<file path="src/rtl/demux_1_8_32bit_buf.sv">
// Buffered 1-to-8 demultiplexer: one producer steers a word into one of eight
// holding slots, each drained independently by its consumer via valid/ack.
module demux_1_8_32bit_buf #(
    parameter int WIDTH = 32
) (
    input  logic                 clk,
    input  logic                 nrst,
    input  logic                 in_valid,
    output logic                 in_ready,
    input  logic [2:0]           sel,
    input  logic [WIDTH-1:0]     src_in,
    output logic [7:0]           out_valid,
    input  logic [7:0]           out_ack,
    output logic [8*WIDTH-1:0]   z,
    output logic [3:0]           fill_cnt,
    output logic                 all_full
);

    logic [WIDTH-1:0] slot_q [8];
    logic             acc;
    logic             acc_new;
    logic [7:0]       acc_vec;
    logic [7:0]       drn_vec;
    logic [7:0]       valid_next;
    logic [3:0]       drn_cnt;
    logic [3:0]       fill_next;

    assign in_ready = ~out_valid[sel] | out_ack[sel];
    assign acc      = in_valid & in_ready;

    // A slot refilled in the same cycle it drains stays valid, so it is
    // excluded from the drain count and does not count as newly valid.
    always_comb begin
        acc_vec = '0;
        if (acc) begin
            acc_vec[sel] = 1'b1;
        end
        drn_vec    = out_valid & out_ack & ~acc_vec;
        acc_new    = acc & ~out_valid[sel];
        valid_next = (out_valid & ~drn_vec) | acc_vec;
        drn_cnt    = '0;
        for (int k = 0; k < 8; k++) begin
            drn_cnt = drn_cnt + {3'b000, drn_vec[k]};
        end
        fill_next = fill_cnt + {3'b000, acc_new} - drn_cnt;
    end

    always_ff @(posedge clk or negedge nrst) begin
        if (!nrst) begin
            for (int k = 0; k < 8; k++) begin
                slot_q[k] <= '0;
            end
            out_valid <= '0;
            fill_cnt  <= '0;
            all_full  <= 1'b0;
        end else begin
            if (acc) begin
                slot_q[sel] <= src_in;
            end
            out_valid <= valid_next;
            fill_cnt  <= fill_next;
            all_full  <= (fill_next == 4'd8);
        end
    end

    for (genvar k = 0; k < 8; k++) begin : g_z
        assign z[WIDTH*k +: WIDTH] = slot_q[k];
    end

endmodule

</file>
<file path="config.mk">
export PLATFORM = sky130hd
export DESIGN_NAME = demux_1_8_32bit_buf
export DESIGN_NICKNAME = d
export VERILOG_FILES = /design/src/rtl/demux_1_8_32bit_buf.sv
export SDC_FILE = /design/constraint.sdc
export NUM_CORES = 1
export LEC_CHECK = 0
export ABC_AREA = 0
export CORE_MARGIN = 8
export CORE_UTILIZATION = 34
export CTS_BUF_LIST = sky130_fd_sc_hd__clkbuf_8
export DETAILED_ROUTE_END_ITERATION = 8
export SYNTH_ARGS = -nofsm -noshare
export SYNTH_HDL_FRONTEND = slang
export SYNTH_SLANG_ARGS = --single-unit
</file>
<file path="constraint.sdc">
create_clock -name clk -period 5.5 [get_ports clk]
set_input_delay 1.1 -clock clk [delete_from_list [all_inputs] [get_ports clk]]
set_output_delay 1.1 -clock clk [all_outputs]
set_load 0.05 [all_outputs]
</file>
==> flow_metrics.env <==
export IMPL_io_pins=316
export IMPL_drc=0
export IMPL_grt_total_usage_pct=17.0
export IMPL_core_mm2=0.0306
export IMPL_grt_max_degree=110
export IMPL_p_int_mw=4.64
export IMPL_fillers=2674
export IMPL_cts_root_buf="clkbuf_8"
export IMPL_clock_skew_ns=0.0274
export IMPL_avgViaCountPerCell=4.70
export IMPL_syn_nets=701
export IMPL_worst_slew_pin_slew_ns=0.761
export IMPL_hp_start="z[123]"
export IMPL_wl_mm=31.9
export IMPL_ys_seq_area_share_pct=63.7
export IMPL_via_count=6747
export IMPL_first_iter_violations=199
export IMPL_n_antenna_cell=0
export IMPL_min_to="z[123]"
export IMPL_overflow=0
export IMPL_outcome="completed"
export IMPL_post_place_ws_ns=-0.398
export IMPL_max_vdd_ir_drop_v=0.000307
export IMPL_grt_pass1_wl_mm=47.7
export IMPL_portBuffers=315
export IMPL_htree_levels=2
export IMPL_power_frac_seq_pct=33.8
export IMPL_dr_wl_met2_mm=15.9
export IMPL_maxUsedRoutingLayer="met4"
export IMPL_final_common_cell="clkdlybuf4s50_1"
export IMPL_p_leak_nw=6.54
export IMPL_cts_sink_count=269
export IMPL_clockBufferDepth=3
export IMPL_synth_avg_cell_area_um2=16.5
export IMPL_drt_pass1_iter_count=4
export IMPL_rows=64
export IMPL_postRouteAntennaNets=0
export IMPL_cts_tree="yes"
export IMPL_fin_ws_ns=0.220
export IMPL_fin_util_pct=49.9
export IMPL_initial_core_util_pct=34.5
export IMPL_syn_area_mm2=0.0106
export IMPL_cp_end_kind="flip-flop"
export IMPL_final_nets=1073
export IMPL_place_congestion=0.829
export IMPL_reg2reg_to="all_full"
export IMPL_worstReg2RegStart="out_valid[4]"
export IMPL_clkLatencyLatePin_ns=0.56
export IMPL_cts_clk_slew_worst_paths_ns=0.06
export IMPL_crit_required_ns=5.94
export IMPL_p_per_area_mw_per_mm2=533
export IMPL_slew_viol_final=0
export IMPL_cp_start_kind="input pin"
export IMPL_drive_gt1_share_pct=34.3
export IMPL_numCtsBuffers=47
export IMPL_maxSlewHeadroom_pct=49.3
export IMPL_p_sw_mw=3.49
export IMPL_dp_hpwl_mm=21.4
export IMPL_comb_power_share_pct=46.3
export IMPL_grt_pass1_vias=7264
export IMPL_die_width_um=192
export IMPL_hp_class="flip-flop to flip-flop"
export IMPL_finalPower_mw=8.13
export IMPL_cp_arrival_ns=5.72
export IMPL_setup_viol=0
export IMPL_ys_warn_count=0
export IMPL_r2r_setup_slack_ns=1.05
export IMPL_fp_dieArea_mm2=0.0370
export IMPL_met1_length_mm=13.0
export IMPL_path_class="input pin to flip-flop"
export IMPL_hold_viol=0
export IMPL_power_share_switching_pct=43.0
export IMPL_period_minus_slack_ns=5.28
export IMPL_fmax_ghz=0.189
export IMPL_synthCells=642
export IMPL_final_cell_mix="clkdlybuf4s50_1 (314), dfrtp_1 (269), mux2_2 (245), clkbuf_8 (51), inv_1 (34)"
export IMPL_die_h_um=192
export IMPL_wl_met3_mm=2.44
export IMPL_yosysUniqueCellTypes=29
export IMPL_drv_cap=0
export IMPL_hold_depth=1
export IMPL_area_growth_pct=44.4
export IMPL_ys_ff_latch=269
export IMPL_fin_hold_ws_ns=0.484
export IMPL_routedWlPerCell_um=22.2
export IMPL_clock_power_share_pct=19.9
export IMPL_ctsHoldBuffers=0
export IMPL_cp_max_fo=9
export IMPL_antenna_found_initial=0
export IMPL_reg2reg_depth=19
export IMPL_final_period_utilization_pct=96.0
==> per-layer routing <==
metal  global-route usage [%]  vias to the layer above
met5                        0                        -
met4                     4.47                        0
met3                     5.74                       38
met2                     28.7                      190
met1                     20.5                     3508
li1                         -                     3011
==> sequential cells by signal, indices dropped and copies added (netlist names) <==
register / count
out_valid: 8
z: 256
fill_cnt: 4
all_full: 1
==> worst max path at each step <==
stage | start | end | cells after the start
final | sel[0] | all_full | 22
after global routing | sel[0] | all_full | 22
after CTS | sel[0] | all_full | 21
after detailed placement | sel[0] | all_full | 21
after global placement | sel[0] | all_full | 21
after floorplan | sel[0] | all_full | 20
==> cells by family (layout without fill, tap and decap cells) <==
family	Yosys count	count (layout)	share of synthesized area, %
fa+ha+maj	13	13	1.97
buf+inv	46	443	2.40
mux	262	262	27.9
simple gates	26	26	1.36
xor+xnor	3	3	0.249
compound gates	23	23	2.39
flops	269	269	63.7
==> synth_stat cells (all sizes together) <==
cell     number  area share [%]
a2111oi       3            0.78
a211oi        2            0.19
a21o          8            0.57
a21oi         7            0.54
a221oi        2            0.23
buf          28             1.8
dfrtp       269              64
fa            6             1.1
ha            7            0.83
inv          18            0.64
mux2        258              28
mux2i         4            0.38
nand2         4            0.14
nand2b        1           0.059
nand3         3            0.14
nand3b        8            0.57
nand4         1           0.059
nor2          7            0.25
nor2b         1           0.059
nor4b         1           0.083
o32ai         1           0.083
xnor2         2            0.17
xor2          1           0.083
==> worst max-delay path, cell delays in order <==
cell             delay [ns]
clkdlybuf4s50_1        0.48
buf_6                  0.14
buf_6                  0.14
mux2i_2                0.23
nor2_2                 0.09
a2111oi_4              0.34
buf_12                 0.19
a21oi_4                0.06
nand3b_1               0.19
fa_1                   0.44
inv_1                  0.08
fa_1                   0.41
inv_1                  0.08
fa_1                   0.15
inv_1                  0.05
fa_1                   0.49
inv_1                  0.04
ha_1                   0.29
ha_1                   0.20
xor2_1                 0.15
xnor2_1                0.16
nor4b_2                0.21
==> power by group through the flow <==
stage               logic (mW)  clock network [mW]  registers, mW
global route              3.90                1.79           2.82
detailed placement        3.79                   0           2.78
global placement          3.79                   0           2.76
floorplan                0.555                   0           4.56
finish                    3.77                1.62           2.75
CTS                       3.80                1.70           2.75
==> stage by stage <==
| step | instance area (um^2) | setup TNS, ns | std cells |
|---|---|---|---|
| after global routing | 15300 | -0.0379 | 1435 |
| after detailed placement | 14400 | -0.599 | 1361 |
| after global placement | 14400 | -0.383 | 1361 |
| after floorplan | 10600 | 0 | 642 |
| after CTS | 15200 | 0 | 1435 |
| final | 15300 | 0 | 1435 |
==> what timing repair did <==
item | in CTS | in global routing
setup buffers | 0 | 0
resized for setup | 0 | 8
setup endpoints to repair | 0 | 1
==> final cells by class <==
| type | count | area (um^2) | area share [%] |
|---|---|---|---|
| well taps | 396 | 495 | 3.25 |
| repair buffers | 351 | 3470 | 22.8 |
| clock inverters | 23 | 113 | 0.738 |
| flip-flops and latches | 269 | 6730 | 44.1 |
| inverters | 18 | 67.6 | 0.443 |
| multi-input cells | 327 | 3670 | 24.1 |
| clock buffers | 51 | 702 | 4.60 |
No activity file was read; power rests on OpenSTA's default activity.
